**src/rtl/jk_bank_ctrl.sv**
```systemverilog
// jk_bank_ctrl: command-driven controller for a bank of WIDTH JK flip-flops.
// Accepts one command in IDLE. It drives per-bit J/K for one step, or for
// cmd_len+1 steps when counting. It then pulses done for one cycle.
module jk_bank_ctrl #(
  parameter int unsigned WIDTH = 4
) (
  input  logic             clk,
  input  logic             reset,
  input  logic             cmd_valid,
  output logic             cmd_ready,
  input  logic [2:0]       cmd_op,
  input  logic [WIDTH-1:0] cmd_data,
  input  logic [3:0]       cmd_len,
  output logic [WIDTH-1:0] j_out,
  output logic [WIDTH-1:0] k_out,
  output logic [WIDTH-1:0] q,
  output logic             busy,
  output logic             done
);

  localparam int unsigned OP_W  = 3;
  localparam int unsigned LEN_W = 4;

  localparam logic [OP_W-1:0] OP_NOP    = 3'b000;
  localparam logic [OP_W-1:0] OP_CLEAR  = 3'b001;
  localparam logic [OP_W-1:0] OP_SET    = 3'b010;
  localparam logic [OP_W-1:0] OP_TOGGLE = 3'b011;
  localparam logic [OP_W-1:0] OP_LOAD   = 3'b100;
  localparam logic [OP_W-1:0] OP_UP     = 3'b101;
  localparam logic [OP_W-1:0] OP_DOWN   = 3'b110;

  typedef enum logic [1:0] {
    IDLE = 2'd0,
    EXEC = 2'd1,
    DONE = 2'd2
  } state_t;

  state_t           state, state_next;
  logic [OP_W-1:0]  op_q;
  logic [WIDTH-1:0] data_q;
  logic [LEN_W-1:0] cnt_q;
  logic [WIDTH-1:0] up_drv, dn_drv, q_next;
  logic             accept, is_count, last_step;

  assign accept    = cmd_valid && (state == IDLE);
  assign cmd_ready = (state == IDLE);
  assign busy      = (state != IDLE);
  assign done      = (state == DONE);
  assign is_count  = (op_q == OP_UP) || (op_q == OP_DOWN);

  // Counter toggle masks: bit i toggles when all lower bits are 1 (up) or 0 (down).
  always_comb begin
    logic c_up, c_dn;
    c_up   = 1'b1;
    c_dn   = 1'b1;
    up_drv = '0;
    dn_drv = '0;
    for (int i = 0; i < int'(WIDTH); i++) begin
      up_drv[i] = c_up;
      dn_drv[i] = c_dn;
      c_up      = c_up & q[i];
      c_dn      = c_dn & ~q[i];
    end
  end

  // Next-state and J/K drive; the bank only moves in EXEC.
  always_comb begin
    state_next = state;
    j_out      = '0;
    k_out      = '0;
    last_step  = 1'b1;
    case (state)
      IDLE: begin
        if (cmd_valid) state_next = EXEC;
      end
      EXEC: begin
        case (op_q)
          OP_CLEAR:  begin j_out = '0;      k_out = '1;      end
          OP_SET:    begin j_out = '1;      k_out = '0;      end
          OP_TOGGLE: begin j_out = data_q;  k_out = data_q;  end
          OP_LOAD:   begin j_out = data_q;  k_out = ~data_q; end
          OP_UP:     begin j_out = up_drv;  k_out = up_drv;  end
          OP_DOWN:   begin j_out = dn_drv;  k_out = dn_drv;  end
          default:   begin j_out = '0;      k_out = '0;      end
        endcase
        if (is_count) last_step = (cnt_q == '0);
        if (last_step) state_next = DONE;
      end
      DONE: begin
        state_next = IDLE;
      end
      default: begin
        state_next = IDLE;
      end
    endcase
  end

  // JK flip-flop update rule applied per bit.
  always_comb begin
    q_next = q;
    for (int i = 0; i < int'(WIDTH); i++) begin
      case ({j_out[i], k_out[i]})
        2'b01:   q_next[i] = 1'b0;
        2'b10:   q_next[i] = 1'b1;
        2'b11:   q_next[i] = ~q[i];
        default: q_next[i] = q[i];
      endcase
    end
  end

  // State, bank, latched command and step counter; reset wins over everything.
  always_ff @(posedge clk) begin
    if (reset) begin
      state  <= IDLE;
      q      <= '0;
      op_q   <= '0;
      data_q <= '0;
      cnt_q  <= '0;
    end else begin
      state <= state_next;
      q     <= q_next;
      if (accept) begin
        op_q   <= cmd_op;
        data_q <= cmd_data;
        cnt_q  <= cmd_len;
      end else if (state == EXEC && is_count && cnt_q != '0) begin
        cnt_q <= cnt_q - LEN_W'(1);
      end
    end
  end

endmodule

```
**config.mk**
```make
export PLATFORM = sky130hd
export DESIGN_NAME = jk_bank_ctrl
export DESIGN_NICKNAME = d
export VERILOG_FILES = /design/src/rtl/jk_bank_ctrl.sv
export SDC_FILE = /design/constraint.sdc
export NUM_CORES = 1
export LEC_CHECK = 0
export CAP_MARGIN = 20
export CELL_PAD_IN_SITES_DETAIL_PLACEMENT = 2
export CELL_PAD_IN_SITES_GLOBAL_PLACEMENT = 2
export CORE_UTILIZATION = 26
export DETAILED_ROUTE_END_ITERATION = 8
export PLACE_DENSITY = 0.87
export SLEW_MARGIN = 40
export SYNTH_ARGS = -nofsm -noshare
export SYNTH_HDL_FRONTEND = slang
export SYNTH_SLANG_ARGS = --single-unit
```
**constraint.sdc**
```tcl
create_clock -name clk -period 2.05 [get_ports clk]
set_input_delay 0.3075 -clock clk [delete_from_list [all_inputs] [get_ports clk]]
set_output_delay 0.3075 -clock clk [all_outputs]
set_load 0.03 [all_outputs]
```
After elaboration in Yosys (flattened, before gate mapping)
Index checks and enable logic that the tools add are counted.
Storage, ports and cells
  register bits after elaboration: 17
  input port bits: 14
  output and inout bits: 15
Operators by class
  $add $sub $neg: 1
  eq/ne operators: 22
  mux-type cells: 15
  bitwise operators: 9
  reductions and logical operators: 15
Operators with widths (number)
  4-bit case mux with 5 select lines: 1
  2-bit equality test (second input constant): 9
  4-bit 2-to-1 mux: 4
  4-bit case mux with 4 select lines: 1
  1-bit case mux with 3 select lines: 4
  3-bit nonzero test: 4
  2-bit by 1-bit equality test with 1-bit output (second input constant): 5
  3-bit equality test (second input constant): 3
  3-bit by 2-bit equality test with 1-bit output (second input constant): 2
  1-bit bitwise AND: 4
  4-bit zero test: 1
  2-bit 2-to-1 mux: 2
  2-bit inequality test (second input constant): 2
  1-bit inverter: 4
  4-bit inverter: 1
  2-bit case mux with 2 select lines: 1
  2-bit nonzero test: 2
  4-bit nonzero test: 1
  4-bit by 1-bit subtractor with 4-bit output (second input constant): 1
  3-bit by 1-bit equality test with 1-bit output (second input constant): 1
  1-bit logical AND: 3
  2-bit zero test: 1
  1-bit 2-to-1 mux: 2
  2-bit AND reduction: 1
  2 further kinds: 2

Logic depth before layout (Yosys ltp)
  depth in word-level cells: 7
  gate-level depth with buffers: 6

Worst setup path before layout
Ideal clock, no wire load.
  kind: register to register
  from: register q[0]
  to: register q[3]
  library setup time: 0.155 ns
  arrival time: 2.043 ns
  setup slack: -0.148 ns
  cell stages (with the launch flop): 6
  period minus slack after synthesis: 2.198 ns
  path through: dfxtp_1 > clkbuf_1 > nand2_1 > or3_1 > a31oi_1 > a211oi_1
Between the ends
  cells in the longest elaborated chain, start to end: 7
  elaborated cells between the ends (all ways): 14
  classes of those cells: eq/ne (3); mux (5); bitwise (5); reduce/logical (1)
Ends and longest elaborated chain
  from (decl): line 16  | output logic [WIDTH-1:0] q,
  from (signal assigned): line 121  | q <= q_next;
  1-bit inverter: line 62  | c_dn = c_dn & ~q[i];
  1-bit bitwise AND (2 in series): line 62
  4-bit case mux with 5 select lines (*): line 77  | case (op_q)
  4-bit 2-to-1 mux (*): line 72  | case (state)
  via k_out[3]: line 15  | output logic [WIDTH-1:0] k_out,
  2-bit equality test or 2-bit by 1-bit equality test with 1-bit output (tied branches): line 102  | case ({j_out[i], k_out[i]})
  1-bit case mux with 3 select lines or 3-bit nonzero test (tied branches)
Mark *: on every way through the listed nets, which the timed path passes. The rest lies on a longest branch.
A chain may end at the register's enable or synchronous reset.

Worst setup path after layout
  from: register op_q[0]
  to: output port j_out[2]
Between the ends
  cells in the longest elaborated chain, start to end: 4
  elaborated cells between the ends (all ways): 8
  classes of those cells: eq/ne (5); mux (2); reduce/logical (1)
Ends and longest elaborated chain
  from (decl): line 39  | logic [OP_W-1:0] op_q;
  from (signal assigned): line 123  | op_q <= cmd_op;
  3-bit equality test or 3-bit by 2-bit equality test with 1-bit output (tied branches): line 77
  2-bit OR reduction (no line)
  4-bit case mux with 4 select lines (*): line 77
  4-bit 2-to-1 mux (*): line 72
  to (decl): line 14  | output logic [WIDTH-1:0] j_out,
Every way passes the cells marked *; elsewhere a longest branch is shown, timed or not.

==> impl_results.md <==
* Power Total at 0.000852 W
* Worst Skew at 0.00163 ns
* Cell count after synthesis at 143
* Tmin final at 1.99 ns
* Insertion delay to the later sink of the worst-skew pair at 0.26 ns
* Cell mode on critical path: buf_4
* Worst Path Arrival at 1.68 ns
* Synth Area in Compound Gates at 0.291
* Cells on worst reg2reg path at 5
* Area of the multi-input gates at 662 sq um
* Adder-Cell Fraction of Synth Area at 0.0118
* Crit-path max FO at 10
* Worst-path clk slew at 0.07 ns
* Hold Path Class: reg -> reg
* Share of cells above drive strength 1 at 0.200
* Hold depth at 1
* Number of flops mapped to enable cells by yosys at 0
* Reg2reg start: op_q[1]
* HP Start: q[3]
* Flops & latches, synth at 17
* Lkg Pwr at 0.540 nW
* Initial core utilization at 0.280
* Synth Flop Type: dfxtp_1
* Via count at 1,202
* Clock sink total at 17
* Clock buffer count from CTS at 3
* Flop2flop setup slack at 0.24 ns
* Slew HR at 0.675
* Maxcap violations at 0
* Tot GR Track Use at 0.199
* Placer Congestion at 0.859
* CTS Buffer Depth at 2
* Fmax achieved at 0.502 GHz
* Synth warnings at 0
* Final HPWL DP at 2.99 mm
* Maximum VDD drop at 0.000199 V
* Main combinational cell family by area after synthesis: compound AO/OA/AOI/OAI gates
* Vias per cell at 5.39
* Final Hold Fails at 0
* Critical path's slowest cell: dfxtp_2
* Final setup violation count at 0
* Slowest Stage Delay on Critical Path at 0.39 ns
* Post-Syn Nets at 158
* H-tree depth at 1
* CTS tree: yes
* Avg Inst Size Synth at 7.45 sq um
* Crit path kind: reg -> out
* DRT iter0 DRCs at 39
* Post-synthesis simple-gate area fraction at 0.273
* Die height at 66.0 um
* Initial antenna violation count at 0
* Die width at 66.0 um
* RSZ-0062 raised after global routing: no
* Row count at 22
* Cell Area, Synth at 1060 sq um
* Diode count at 0
* Sequential Area at 349 sq um
* Hold-fix buffers at CTS at 0
* Total wire length at 3.89 mm
* IO buf count at 28
* Finished Core Util at 0.393
* Synth unique cells at 43
* Part of the Yosys area used for sequential elements at 0.320
* Proportion of synthesized area in mux cells at 0
* WL per Instance at 17.4 um
* Crit path required time at 1.74 ns
* First-pass GRT wire length at 6.49 mm
* DRC Markers at 0
* Synth Area in XOR/XNOR at 0.0247
* CP Capture Type: output pin
* Vias in the first global route at 1,320
* Startpoint Class: flip-flop
* Hold EP: q[3]
* Fill count at 447
* Ports at 29
* Ys async rst share at 0
* Pwr dens at 570 nW/um^2
* Antenna Nets Post-Route at 0
* Max-slew violations at 0
* Synth-to-Final Area Change at 40.3%
* Core area at 3800 sq um
* First-pass iteration count of the detailed router at 4
* Pin count of the biggest net entering global routing at 15
* Worst slew pin tran at 0.486 ns
* Run status: finished clean
* Die area at 4360 sq um
* Setup TNS at 0 ns
* Post-CTS Setup Inserts at 0
* Final period utilization at 0.971
* Nets at 191
* Critical Path, Cell by Cell: buf_4, o311ai_2, o2111ai_1, o21bai_1, inv_1, buf_4
* Overflow after GRT at 0
* Crit Reg-Reg Endpoint: cnt_q[3]
* Root Driver: clkbuf_8
==> final cells by class <==
type,instances,share of cell area
clock buffers,3,0.0276
clock inverters,1,0.00335
inverters,9,0.0226
multi-input cells,106,0.443
flip-flops and latches,17,0.234
well taps,48,0.0402
repair buffers,39,0.229
==> sequential cells by signal, indices dropped and copies added, names as in the netlist <==
name / cells
cnt_q: 4
data_q: 4
op_q: 3
q: 4
state: 2
==> power breakdown <==
| part | switching [W] | total (W) | internal [W] |
|---|---|---|---|
| logic | 0.000114 | 0.000208 | 0.0000947 |
| registers | 0.0000295 | 0.000379 | 0.000349 |
| clock network | 0.000130 | 0.000265 | 0.000135 |
| total | 0.000273 | 0.000852 | 0.000579 |
==> per-stage QoR <==
| step | hold WS, ns | worst slack (ns) | instances | cell area, sq um |
|---|---|---|---|---|
| 2_1_floorplan | 0.443 | 0.0410 | 143 | 1070 |
| 3_3_place_gp | 0.450 | 0.145 | 219 | 1420 |
| 3_5_place_dp | 0.495 | 0.141 | 219 | 1420 |
| 4_1_cts | 0.502 | 0.00665 | 223 | 1490 |
| 5_1_grt | 0.523 | 0.0127 | 223 | 1490 |
| 6_report | 0.490 | 0.0590 | 223 | 1490 |
==> cells in the mapped netlist, drive strengths merged, types with 3 or more instances <==
cell type	n	area, sq um
xnor2	3	26.3
a211oi	5	37.5
nor2b	6	37.5
a21oi	9	45.0
buf	5	28.8
clkbuf	6	22.5
nor2	10	37.5
inv	9	33.8
nand2b	5	31.3
dfxtp	17	340
o21ai	8	40.0
nand2	20	75.1
==> what timing repair did <==
action | in CTS | in global routing
resized for setup | 7 | 5
pin swaps | 0 | 1
endpoints found under the setup margin | 4 | 5
==> how the worst max path moves through the flow <==
stage | start | endpoint | slack, ns
3_3_place_gp | op_q[2] | j_out[3] | 0.14
3_5_place_dp | op_q[0] | j_out[2] | 0.14
2_1_floorplan | q[0] | k_out[3] | 0.04
6_report | op_q[0] | j_out[2] | 0.06
4_1_cts | state[0] | j_out[1] | 0.007
5_1_grt | op_q[0] | j_out[2] | 0.01
==> layout by cell type, fill, tap and decap left out, drive strengths merged, types with 2 or more instances in the layout <==
master	synthesis	routed
a211oi	5	5
nor4b	2	2
nand3b	2	2
o21a	2	2
nor2b	6	6
clkdlybuf4s50	0	20
dfxtp	17	17
nor2	10	10
o21ai	8	8
nor3	2	2
nand2b	5	5
buf	5	19
and2	2	2
or2	2	2
inv	9	9
a21oi	9	9
xnor2	3	3
a22oi	2	2
nor3b	2	2
or3	2	2
a221oi	2	2
o22ai	2	2
a311oi	2	2
clkbuf	6	3
nand2	20	20
==> cell families after synthesis <==
group	count (synthesis)
AO/OA/AOI/OAI	45
XOR/XNOR	3
adder cells (fa/ha/maj)	1
buffers and inverters	20
flip-flops	17
AND/OR/NAND/NOR	57
==> layer usage <==
| metal | track usage | share of wire |
|---|---|---|
| met1 | 0.229 | 0.44 |
| met5 | 0 | 0 |
| met2 | 0.369 | 0.52 |
| met3 | 0.0155 | 0.019 |
| met4 | 0.0878 | 0.019 |
==> critical path, delay by kind of cell, from the launching register on <==
family	cells	cell delay, ns
AO/OA/AOI/OAI	3	0.63
flip-flops	1	0.39
buffers and inverters	3	0.40
(Power assumes the default switching activity.)
==> variant, RTL diff (same flow settings) <==
The 3 states of `state_t` get a one-hot encoding in 3 bits.
--- a/src/rtl/jk_bank_ctrl.sv
+++ b/src/rtl/jk_bank_ctrl.sv
@@ -29,10 +29,10 @@
   localparam logic [OP_W-1:0] OP_UP     = 3'b101;
   localparam logic [OP_W-1:0] OP_DOWN   = 3'b110;
 
-  typedef enum logic [1:0] {
-    IDLE = 2'd0,
-    EXEC = 2'd1,
-    DONE = 2'd2
+  typedef enum logic [2:0] {
+    IDLE = 3'b001,
+    EXEC = 3'b010,
+    DONE = 3'b100
   } state_t;
 
   state_t           state, state_next;
Function: same outputs for any inputs over 10 cycles, from zero or initial values and one cycle with reset high; not proved beyond that.
==> variant against the original RTL <==
- cell area up 7.9%
- largest cell class unchanged
- critical endpoint is now k_out[3]
- wire length up 6.6%
- largest power group unchanged
- critical path depth down 2
- worst setup slack better by 0.0023 ns
- clock skew up 0.0065 ns
- highest routed layer unchanged
- utilization up 0.39 points
- power up 2.5%
- die area up 4.4%
- synthesized area up 4.6%
- count of clock-buffer cells in the layout unchanged
- sequential cell count up 1
- synthesized cell count up 7.7%
==> variant: results (changes against the original RTL) <==
Initial DRC count: 44 (was 39)
Crit-path max FO: 9 (was 10)
Post-Synth Adder-Cell Area: 0.01124 (was 0.01175)
Syn_area_per_cell: 7.231 um2 (was 7.446 um2)
GRT Total Usage: 0.1933 (was 0.1988)
Sequential-to-total area share from yosys stat: 0.3236 (was 0.3196)
Pleak: 0.5557 nW (was 0.5400 nW)
Slowest cell on crit path: dfxtp_1 (was dfxtp_2)
Slew headroom: 0.6589 (was 0.6753)
Placed cell count: 232 (was 219)
Post-DP HPWL: 3193 um (was 2986 um)
Synth Area in Compound Gates: 0.2809 (was 0.2914)
Placer Congestion: 0.8466 (was 0.8589)
Post-Place Setup Slack: 0.07958 ns (was 0.1412 ns)
P_comb: 220 uW (was 208 uW)
IR drop worst, VDD: 173.1 uV (was 199.3 uV)
Distinct cells, synth: 39 (was 43)
Fin util: 0.3972 (was 0.3933)
Clock-net power: 259 uW (was 265 uW)
Final #Nets: 202 (was 191)
Synthesized net count: 169 (was 158)
Status: finished clean (unchanged)
Share of cells above drive strength 1: 0.1946 (was 0.2000)
Synth top cells by count: nand2_1, a21oi_1, dfxtp_1, clkbuf_1, nor2_1 (was nand2_1, dfxtp_1, nor2_1, a21oi_1, inv_1)
Area contributors post-synth: dfxtp_1, a21oi_1, nand2_1 (was dfxtp_1, nand2_1, a21oi_1)
Post-synthesis xor/xnor area fraction: 0.01573 (was 0.02468)
## variant: worst max-delay path: cells and delay by family, from the launching register on
family / cells / cell delay [ns]
AOI/OAI and AO/OA: 1 / 0.36
buffers and inverters: 1 / 0.22
DFF: 1 / 0.50
and+or+nand+nor: 2 / 0.35
## variant: metal layers
metal | up-vias | part of all wire | global-route usage
li1 | 615 | - | -
met1 | 612 | 0.42 | 0.2209
met2 | 32 | 0.53 | 0.3638
met3 | 6 | 0.030 | 0.03209
met4 | 0 | 0.016 | 0.05319
met5 | - | 0 | 0
## variant: layout make-up
type,count,share of cell area
well taps,50,0.03882
clock buffers,3,0.02562
repair buffers,40,0.2244
inverters,8,0.01863
multi-input cells,116,0.4635
flip-flops and latches,18,0.2290
## variant: path summary, 6_finish.rpt
path,start,cells after the start,slack (ns),to
min reg2reg,q[3],1,0.49,q[3]
max reg2reg,cnt_q[0],6,0.08,cnt_q[3]
max,q[1],4,0.06,k_out[3]
min,q[3],1,0.49,q[3]
